### config.mk
export PLATFORM = sky130hd
export DESIGN_NAME = cd_global_xbar_nxm
export DESIGN_NICKNAME = d
export VERILOG_FILES = /design/src/rtl/cd_global_xbar_nxm_pkg.sv /design/src/rtl/cd_global_xbar_nxm_rr_arb_n.sv /design/src/rtl/cd_global_xbar_nxm.sv
export SDC_FILE = /design/constraint.sdc
export NUM_CORES = 2
export LEC_CHECK = 0
export ABC_AREA = 1
export ABC_CLOCK_PERIOD_IN_PS = 5000
export CAP_MARGIN = 20
export CORE_AREA = 4 4 623 625
export CTS_CLUSTER_SIZE = 24
export DETAILED_ROUTE_END_ITERATION = 10
export DIE_AREA = 0 0 627 629
export PLACE_DENSITY = 0.31
export SLEW_MARGIN = 20
export SYNTH_ARGS = -nofsm -noshare
export SYNTH_HDL_FRONTEND = slang
export SYNTH_SLANG_ARGS = --single-unit
### constraint.sdc
create_clock -name clk -period 5 [get_ports clk]
set_input_delay 1 -clock clk [delete_from_list [all_inputs] [get_ports clk]]
set_output_delay 1 -clock clk [all_outputs]
set_load 0.02 [all_outputs]
### src/rtl/cd_global_xbar_nxm_pkg.sv
// Shared constants for the CD-mesh global crossbar: header field positions,
// statistics counter width and an index-width helper.
package cd_global_xbar_nxm_pkg;

  localparam int HX_LSB   = 52;
  localparam int SRCX_LSB = 40;
  localparam int SRCY_LSB = 32;
  localparam int STAT_W   = 16;

  // Width of an index into n items; never zero so single-entry vectors stay legal.
  function automatic int idx_w(input int n);
    return (n > 1) ? $clog2(n) : 1;
  endfunction

endpackage

### src/rtl/cd_global_xbar_nxm_rr_arb_n.sv
// N-way round-robin arbiter with a registered priority pointer; grants are
// one-hot and combinational, the pointer moves to winner+1 only on a grant.
module rr_arb_n
  import cd_global_xbar_nxm_pkg::*;
#(
  parameter int N = 8
) (
  input  logic         clk,
  input  logic         reset,
  input  logic [N-1:0] req,
  input  logic         en,
  output logic [N-1:0] gnt
);

  localparam int PW = idx_w(N);

  logic [PW-1:0] ptr_reg;
  logic [PW-1:0] ptr_next;
  logic [PW-1:0] idx;
  logic          found;

  // N is a power of two, so index arithmetic wraps naturally at PW bits.
  always_comb begin
    gnt      = '0;
    ptr_next = ptr_reg;
    found    = 1'b0;
    idx      = ptr_reg;
    for (int i = 0; i < N; i++) begin
      idx = ptr_reg + PW'(i);
      if (en && !found && req[idx]) begin
        gnt[idx] = 1'b1;
        found    = 1'b1;
        ptr_next = idx + PW'(1);
      end
    end
  end

  always_ff @(posedge clk) begin
    if (reset) begin
      ptr_reg <= '0;
    end else begin
      ptr_reg <= ptr_next;
    end
  end

endmodule

### src/rtl/cd_global_xbar_nxm.sv
// Registered N_IN x N_LLC global crossbar: round-robin request path to LLC slices
// and reply path back to locals. Optional per-slice counters via CD_XBAR_STATS_EN.
module cd_global_xbar_nxm
  import cd_global_xbar_nxm_pkg::*;
#(
  parameter int DATA_W = 64,
  parameter int N_IN   = 8,
  parameter int N_LLC  = 4
) (
  input  logic                    clk,
  input  logic                    reset,
  input  logic [N_IN-1:0]         in_si,
  output logic [N_IN-1:0]         in_ri,
  input  logic [N_IN*DATA_W-1:0]  in_di,
  output logic [N_LLC-1:0]        llc_so,
  input  logic [N_LLC-1:0]        llc_ro,
  output logic [N_LLC*DATA_W-1:0] llc_do,
  input  logic [N_LLC-1:0]        llc_si_r,
  output logic [N_LLC-1:0]        llc_ri_r,
  input  logic [N_LLC*DATA_W-1:0] llc_di_r,
  output logic [N_IN-1:0]         out_so,
  input  logic [N_IN-1:0]         out_ro,
  output logic [N_IN*DATA_W-1:0]  out_do
`ifdef CD_XBAR_STATS_EN
  ,
  output logic [N_LLC*STAT_W-1:0] llc_req_cnt
`endif
);

  localparam int LLC_W = idx_w(N_LLC);
  localparam int IN_W  = idx_w(N_IN);

  logic [LLC_W-1:0] req_tgt [N_IN];
  logic [IN_W-1:0]  rep_tgt [N_LLC];
  logic [N_IN-1:0]  req_gnt [N_LLC];
  logic [N_LLC-1:0] rep_gnt [N_IN];

  genvar gi;

  generate
    for (gi = 0; gi < N_IN; gi++) begin : g_req_tgt
      assign req_tgt[gi] = in_di[gi*DATA_W + HX_LSB +: LLC_W];
    end

    // Reply index is {srcy[1], srcx[1], srcy[0]} truncated to the local count.
    for (gi = 0; gi < N_LLC; gi++) begin : g_rep_tgt
      logic [2:0] sel;
      assign sel = {llc_di_r[gi*DATA_W + SRCY_LSB + 1],
                    llc_di_r[gi*DATA_W + SRCX_LSB + 1],
                    llc_di_r[gi*DATA_W + SRCY_LSB]};
      assign rep_tgt[gi] = sel[IN_W-1:0];
    end

    for (gi = 0; gi < N_LLC; gi++) begin : g_llc_slot
      logic [N_IN-1:0]   req;
      logic              can_load;
      logic [DATA_W-1:0] mux;
      logic              valid_reg;
      logic [DATA_W-1:0] data_reg;

      always_comb begin
        req = '0;
        for (int k = 0; k < N_IN; k++) begin
          req[k] = in_si[k] && (req_tgt[k] == LLC_W'(gi));
        end
      end

      assign can_load = ~valid_reg | llc_ro[gi];

      rr_arb_n #(.N(N_IN)) u_arb (
        .clk   (clk),
        .reset (reset),
        .req   (req),
        .en    (can_load & ~reset),
        .gnt   (req_gnt[gi])
      );

      always_comb begin
        mux = '0;
        for (int k = 0; k < N_IN; k++) begin
          if (req_gnt[gi][k]) mux = mux | in_di[k*DATA_W +: DATA_W];
        end
      end

      always_ff @(posedge clk) begin
        if (reset) begin
          valid_reg <= 1'b0;
          data_reg  <= '0;
        end else if (|req_gnt[gi]) begin
          valid_reg <= 1'b1;
          data_reg  <= mux;
        end else if (llc_ro[gi]) begin
          valid_reg <= 1'b0;
        end
      end

      assign llc_so[gi]                   = valid_reg;
      assign llc_do[gi*DATA_W +: DATA_W]  = data_reg;
    end

    for (gi = 0; gi < N_IN; gi++) begin : g_out_slot
      logic [N_LLC-1:0]  req;
      logic              can_load;
      logic [DATA_W-1:0] mux;
      logic              valid_reg;
      logic [DATA_W-1:0] data_reg;

      always_comb begin
        req = '0;
        for (int k = 0; k < N_LLC; k++) begin
          req[k] = llc_si_r[k] && (rep_tgt[k] == IN_W'(gi));
        end
      end

      assign can_load = ~valid_reg | out_ro[gi];

      rr_arb_n #(.N(N_LLC)) u_arb (
        .clk   (clk),
        .reset (reset),
        .req   (req),
        .en    (can_load & ~reset),
        .gnt   (rep_gnt[gi])
      );

      always_comb begin
        mux = '0;
        for (int k = 0; k < N_LLC; k++) begin
          if (rep_gnt[gi][k]) mux = mux | llc_di_r[k*DATA_W +: DATA_W];
        end
      end

      always_ff @(posedge clk) begin
        if (reset) begin
          valid_reg <= 1'b0;
          data_reg  <= '0;
        end else if (|rep_gnt[gi]) begin
          valid_reg <= 1'b1;
          data_reg  <= mux;
        end else if (out_ro[gi]) begin
          valid_reg <= 1'b0;
        end
      end

      assign out_so[gi]                  = valid_reg;
      assign out_do[gi*DATA_W +: DATA_W] = data_reg;
    end
  endgenerate

  // A source targets exactly one destination, so OR-ing grants gives its accept.
  always_comb begin
    in_ri = '0;
    for (int d = 0; d < N_LLC; d++) begin
      in_ri = in_ri | req_gnt[d];
    end
  end

  always_comb begin
    llc_ri_r = '0;
    for (int d = 0; d < N_IN; d++) begin
      llc_ri_r = llc_ri_r | rep_gnt[d];
    end
  end

`ifdef CD_XBAR_STATS_EN
  generate
    for (gi = 0; gi < N_LLC; gi++) begin : g_stats
      logic [STAT_W-1:0] cnt_reg;

      always_ff @(posedge clk) begin
        if (reset) begin
          cnt_reg <= '0;
        end else if (llc_so[gi] && llc_ro[gi]) begin
          cnt_reg <= cnt_reg + STAT_W'(1);
        end
      end

      assign llc_req_cnt[gi*STAT_W +: STAT_W] = cnt_reg;
    end
  endgenerate
`endif

endmodule

* Word-level counts from Yosys, hierarchy flattened *
Index checks and enable logic that the tools add are counted.

cells by class
  bitwise logic cells = 151
  add/sub/neg operators = 104
  order comparisons = 128
  reduce and logical (&&, ||, !) cells = 344
  equality and inequality tests = 52
  muxes and demuxes = 524

operator list
  kind                                                               number
  2-to-1 mux 64 bit                                                  64
  OR 64 bit                                                          52
  2-to-1 mux 8 bit                                                   32
  OR 8 bit                                                           31
  logical AND 1 bit                                                  244
  2-to-1 mux 1 bit                                                   204
  less-than comparator 3 x 4 -> 1 bit, second input constant         32
  2-to-1 mux 4 bit                                                   32
  OR 4 bit                                                           31
  adder 3 x 1 -> 3 bit, second input constant                        32
  binary-select mux 1 bit (select 3 bit)                             32
  demux 1 bit (select 3 bit)                                         32
  greater-or-equal comparator 3 x 1 -> 1 bit, second input constant  32
  less-than comparator 2 x 3 -> 1 bit, second input constant         32
  2-to-1 mux 3 bit                                                   32
  adder 2 x 1 -> 2 bit, second input constant                        32
  binary-select mux 1 bit (select 2 bit)                             32
  demux 1 bit (select 2 bit)                                         32
  greater-or-equal comparator 2 x 1 -> 1 bit, second input constant  32
  2-to-1 mux 2 bit                                                   32
  zero test 1 bit                                                    52
  adder 3 bit, second input constant                                 16
  == test 3 bit, second input constant                               16
  adder 2 bit, second input constant                                 16
  15 further kinds                                                   129

word-level totals
  output and inout bits = 792
  logic and storage cells = 1339
  bits in registers = 808

* Depth between registers and ports, before layout *
  depth in word-level cells = 49
  mapped depth = 27

* Modules after synthesis *
A second synthesis with hierarchy kept.

unflattened totals
  cells, all modules = 12482
  area, all modules = 66508.8 um^2

modules (own cells, without submodules)
  module                               sequential area each (um^2)  area each (um^2)  times used  cells each
  cd_global_xbar_nxm                   15615.0                      56580.5           1           10737
  rr_arb_n at g_out_slot[0].u_arb ...  40.0                         459.2             8           79
  rr_arb_n at g_llc_slot[1].u_arb ...  60.1                         1584.0            2           278
  rr_arb_n at g_llc_slot[3].u_arb      60.1                         1569.0            1           279
  rr_arb_n at g_llc_slot[0].u_arb      60.1                         1517.7            1           278

* Worst setup path before layout *
Ideal clock, no wire load.

  path kind = input -> output
  start point = input llc_si_r[3]
  end point = output llc_ri_r[1]
  arrival time = 3.300 ns
  buffers on the path = 2
  setup slack = 0.700 ns
  cell stages on the path = 16
  path through = inv_1 nor2_1 nand2_1 o21a_1 o21ai_0 nor3_1 nand2_1 inv_1 nand2_1 o221ai_1 nor2_1 clkbuf_1 clkbuf_1 nand4_1 nor2_1 nand4_1

on the way
  word-level cells in the longest chain between the ends = 24

RTL lines
  what                                    line                               source
  from (decl)                             cd_global_xbar_nxm.sv:18           input logic [N_LLC-1:0] llc_si_r,
  logical AND 1 bit                       cd_global_xbar_nxm.sv:111          req[k] = llc_si_r[k] && (rep_tgt[k] == IN_W'(gi));
  binary-select mux 1 bit (select 2 bit)  cd_global_xbar_nxm_rr_arb_n.sv:30  if (en && !found && req[idx]) begin
  2-to-1 mux 1 bit (implied by the code)  cd_global_xbar_nxm_rr_arb_n.sv:30
  logical AND 1 bit                       cd_global_xbar_nxm_rr_arb_n.sv:30
  2-to-1 mux 1 bit                        cd_global_xbar_nxm_rr_arb_n.sv:30
  zero test 1 bit                         cd_global_xbar_nxm_rr_arb_n.sv:30
  logical AND 1 bit (2 in series)         cd_global_xbar_nxm_rr_arb_n.sv:30
  2-to-1 mux 1 bit                        cd_global_xbar_nxm_rr_arb_n.sv:30
  zero test 1 bit                         cd_global_xbar_nxm_rr_arb_n.sv:30
  logical AND 1 bit (2 in series)         cd_global_xbar_nxm_rr_arb_n.sv:30
  2-to-1 mux 1 bit                        cd_global_xbar_nxm_rr_arb_n.sv:30
  zero test 1 bit                         cd_global_xbar_nxm_rr_arb_n.sv:30
  logical AND 1 bit (2 in series)         cd_global_xbar_nxm_rr_arb_n.sv:30
  2-to-1 mux 4 bit                        cd_global_xbar_nxm_rr_arb_n.sv:30
  OR 4 bit (6 in series)                  cd_global_xbar_nxm.sv:160          llc_ri_r = llc_ri_r | rep_gnt[d];
  OR 4 bit (*)                            cd_global_xbar_nxm.sv:160
  to (decl)                               cd_global_xbar_nxm.sv:19           output logic [N_LLC-1:0] llc_ri_r,

Every way passes the cells marked *; elsewhere a longest branch is shown, timed or not. The select of a mux whose other input is x is not followed.

* Worst setup path after layout *
  start point = input llc_ro[0]
  end point = output in_ri[3]

on the way
  word-level cells in the longest chain between the ends = 35

RTL lines
  what                             line                               source
  from (decl)                      cd_global_xbar_nxm.sv:16           input logic [N_LLC-1:0] llc_ro,
  OR 1 bit (*)                     cd_global_xbar_nxm.sv:68           assign can_load = ~valid_reg | llc_ro[gi];
  AND 1 bit (*)                    cd_global_xbar_nxm.sv:74           .en (can_load & ~reset),
  logical AND 1 bit                cd_global_xbar_nxm_rr_arb_n.sv:30
  2-to-1 mux 1 bit                 cd_global_xbar_nxm_rr_arb_n.sv:30
  zero test 1 bit                  cd_global_xbar_nxm_rr_arb_n.sv:30
  logical AND 1 bit (2 in series)  cd_global_xbar_nxm_rr_arb_n.sv:30
  2-to-1 mux 1 bit                 cd_global_xbar_nxm_rr_arb_n.sv:30
  zero test 1 bit                  cd_global_xbar_nxm_rr_arb_n.sv:30
  [... 14 more ...]                --
  2-to-1 mux 1 bit                 cd_global_xbar_nxm_rr_arb_n.sv:30
  zero test 1 bit                  cd_global_xbar_nxm_rr_arb_n.sv:30
  logical AND 1 bit (2 in series)  cd_global_xbar_nxm_rr_arb_n.sv:30
  2-to-1 mux 1 bit                 cd_global_xbar_nxm_rr_arb_n.sv:30
  zero test 1 bit                  cd_global_xbar_nxm_rr_arb_n.sv:30
  logical AND 1 bit (2 in series)  cd_global_xbar_nxm_rr_arb_n.sv:30
  2-to-1 mux 8 bit (*)             cd_global_xbar_nxm_rr_arb_n.sv:30
  OR 8 bit (*) (3 in series)       cd_global_xbar_nxm.sv:153          in_ri = in_ri | req_gnt[d];
  to (decl)                        cd_global_xbar_nxm.sv:13           output logic [N_IN-1:0] in_ri,

Every way passes the cells marked *; elsewhere a longest branch is shown, timed or not.

==> metrics.yaml <==
run_status:
  status: "finished, final reports clean"
routing:
  viasPerCell: 4.90
  drc: 0
  routed_wl_mm: 603
  ant_nets: 0
  vias: 92500
  drtIter0Drc: 9661
  drt_first_pass_iters: 6
  wl_per_cell_um: 31.9
grt:
  grt_pass1_wl_mm: 800
  grtUsageTotal: 0.290
  grt_pass1_vias: 87600
  antenna_found_initial: 190
  grt-ovfl-total: 0
  grt_max_degree: 135
placed_design:
  dpl.hpwl_mm: 453
  port_buffers: 1585
  dpl.cell_count: 18500
  place_congestion: 0.939
setup_path:
  path_common_cell: "buf_4"
  cp.required_ns: 4.00
  cp_max_fo: 6
  r2r_start: "g_llc_slot[3].u_arb.ptr_reg[0]$_SDFFE_PP0P_"
  cp-end-kind: "primary output"
  slowest_delay_ns: 0.47
  cpMaxStageDelayCell: "clkdlybuf4s50_1"
  r2r_slack_ns: 0.77
  start_kind: "input pin"
  worstReg2RegEnd: "g_llc_slot[3].data_reg[9]$_SDFFE_PP0P_"
  path_cells: "clkdlybuf4s50_1 > nor2_1 > buf_4 > nor2_4 > buf_4 > inv_1 > nor2_1 > nand2_2 > nand4_4 > nor2_4 > buf_4 > nand3_2 > inv_2 > buf_4 > nand2_1 > nand3_4 > nor3_2 > buf_4 > nand4_1 > buf_4"
  arrival_ns: 3.83
  path_class: "in2out"
  reg2reg_depth: 25
power:
  ir_drop_uv: 956
  p_total_uw: 80000
  total_leakage_power_uw: 0.0447
  power.density_nw_per_um2: 810
clock_network:
  cts_tree: "yes"
  htree_levels: 3
  clock_latency_ns: 0.93
  cts_buffer_depth: 4
  clockRootBuffer: "clkbuf_16"
  path_clk_slew_ns: 0.05
  hold_buffers: 0
  cts_buffers: 124
  clock-sinks: 808
synthesis:
  synthFlopType: "dfxtp_1"
  synth_seq_cells: 808
  yosysUniqueCellTypes: 56
  synth_top_cell_by_area: "nand2_1"
  synth_top_area_frac: 0.257
  synth_fa_ha_area_frac: 0.0183
  synth.area.top_cells: "nand2_1 26%, dfxtp_1 25%, nor2_1 11%"
  synth.area.mux_share: 0.000777
  synth-compound-area-share: 0.164
  seq_area_frac_synth: 0.251
  syn_inst: 11700
  synth-xor-area-share: 0.00136
  synth_top_family_by_area: "simple AND/OR/NAND/NOR gates"
  synthArstFlopShare: 0
  synth-simple-area-share: 0.453
  synth_warnings: 0
  synth-edff-count: 0
  syn-num-nets: 12600
  synthesis.area_sq_um: 64400
  synth.avg_cell_area_sq_um: 5.49
floorplan:
  die_area_sq_um: 394000
  core_region_area_sq_um: 382000
  start_util: 0.169
  design.portCount: 1586
  die_h_um: 629
  die_w_um: 627
  row_count: 227
timing:
  tns_ns: 0
  hold_viol: 0
  max_slew_margin: 0.231
  rsz0062_at_grt: "yes"
  max_freq_ghz: 0.207
  min_period_over_period: 0.967
  tightest_slew_ns: 1.15
  min_period_ns: 4.83
  fin_skew_ns: 0.140
  whs_ns: 0.483
  finalMaxSlewViolations: 0
  setup_viol: 0
min_path:
  min_to: "g_out_slot[6].data_reg[32]$_SDFFE_PP0P_"
  min_path_type: "reg2reg"
  worstHoldStart: "g_out_slot[6].data_reg[32]$_SDFFE_PP0P_"
  whs_path_depth: 2
cells_and_area:
  nets: 14500
  drive_gt1_frac: 0.117
  largest_reg_flops: 512
  layout_commonest_cell: "nand2_1"
  syn2layout_area_growth_pct: 53.3
  layout_common_cells: "4,369 x nand2_1, 1,815 x nor2_1, 1,544 x clkdlybuf4s50_1"
  final_util: 0.259
  nFillCells: 42900
  layoutNonFillerInstCount: 18900
flow_run:
  max-cap-violations: 0
worst max-delay path, delay by kind of cell:
family,cells,cell delay [ns]
simple gates,11,1.21
buf+inv,9,1.62
synthesized netlist by cell type, drive strengths merged, types with 5 or more instances:
library cell,instances
xor2,6
or2,11
ha,94
nor2,1886
o211ai,15
clkinv,9
nand3,835
a31oi,10
a22oi,10
nand4,122
mux2i,5
and2,5
o221ai,6
buf,475
a21oi,609
o21a,9
nand2,4421
nor3,38
inv,866
o22ai,901
clkbuf,295
o21ai,273
dfxtp,808
power breakdown:
part,switching [uW],leakage [uW],internal [uW]
combinational,39100,0.0359,20500
sequential,2110,0.00662,8500
clock,4010,0.00211,5760
total,45200,0.0447,34800
through the flow:
stage | instance area (sq um) | worst slack (ns)
2_1_floorplan | 64400 | 0.700
3_3_place_gp | 92700 | -1.10
3_5_place_dp | 92700 | -0.971
4_1_cts | 97700 | -0.00713
5_1_grt | 98700 | -0.0202
6_report | 98800 | 0.166
cell type report:
class | count | area, sq um | area share
multi-input cells | 9277 | 42900 | 0.434
inverters | 875 | 3330 | 0.0337
well taps | 5038 | 6300 | 0.0638
repair buffers | 2571 | 25500 | 0.258
flip-flops and latches | 808 | 16200 | 0.164
clock inverters | 56 | 773 | 0.00783
diodes | 95 | 238 | 0.00241
clock buffers | 166 | 3540 | 0.0359
how the worst max path moves through the flow:
stage | startpoint | slack (ns) | to
2_1_floorplan | llc_si_r[3] | 0.70 | llc_ri_r[1]
3_3_place_gp | in_di[180] | -1.10 | in_ri[7]
3_5_place_dp | in_di[180] | -0.97 | in_ri[7]
4_1_cts | in_di[116] | -0.007 | in_ri[1]
5_1_grt | g_llc_slot[1].u_arb.ptr_reg[0]$_SDFFE_PP0P_ | -0.02 | in_ri[2]
6_report | llc_ro[0] | 0.17 | in_ri[3]
what timing repair did:
action,in CTS,in global routing
gates resized for setup,182,214
endpoints found under the setup margin,12,12
gates cloned,0,1
setup buffers,22,32
pin swaps,36,62
routing by layer:
layer	part of all wire	track usage	vias up	wire length, um
li1	-	-	41800	-
met1	0.40	0.354	45000	243000
met2	0.47	0.485	4618	282000
met3	0.075	0.0594	1018	45300
met4	0.053	0.138	96	31800
met5	0.0011	0	-	676
kinds of logic after synthesis:
kind of cell | after synthesis
simple gates | 7322
compound gates | 1845
buf+inv | 1645
flops | 808
fa+ha+maj | 94
xor+xnor | 10
mux | 5
No activity file was read; power rests on OpenSTA's default activity.
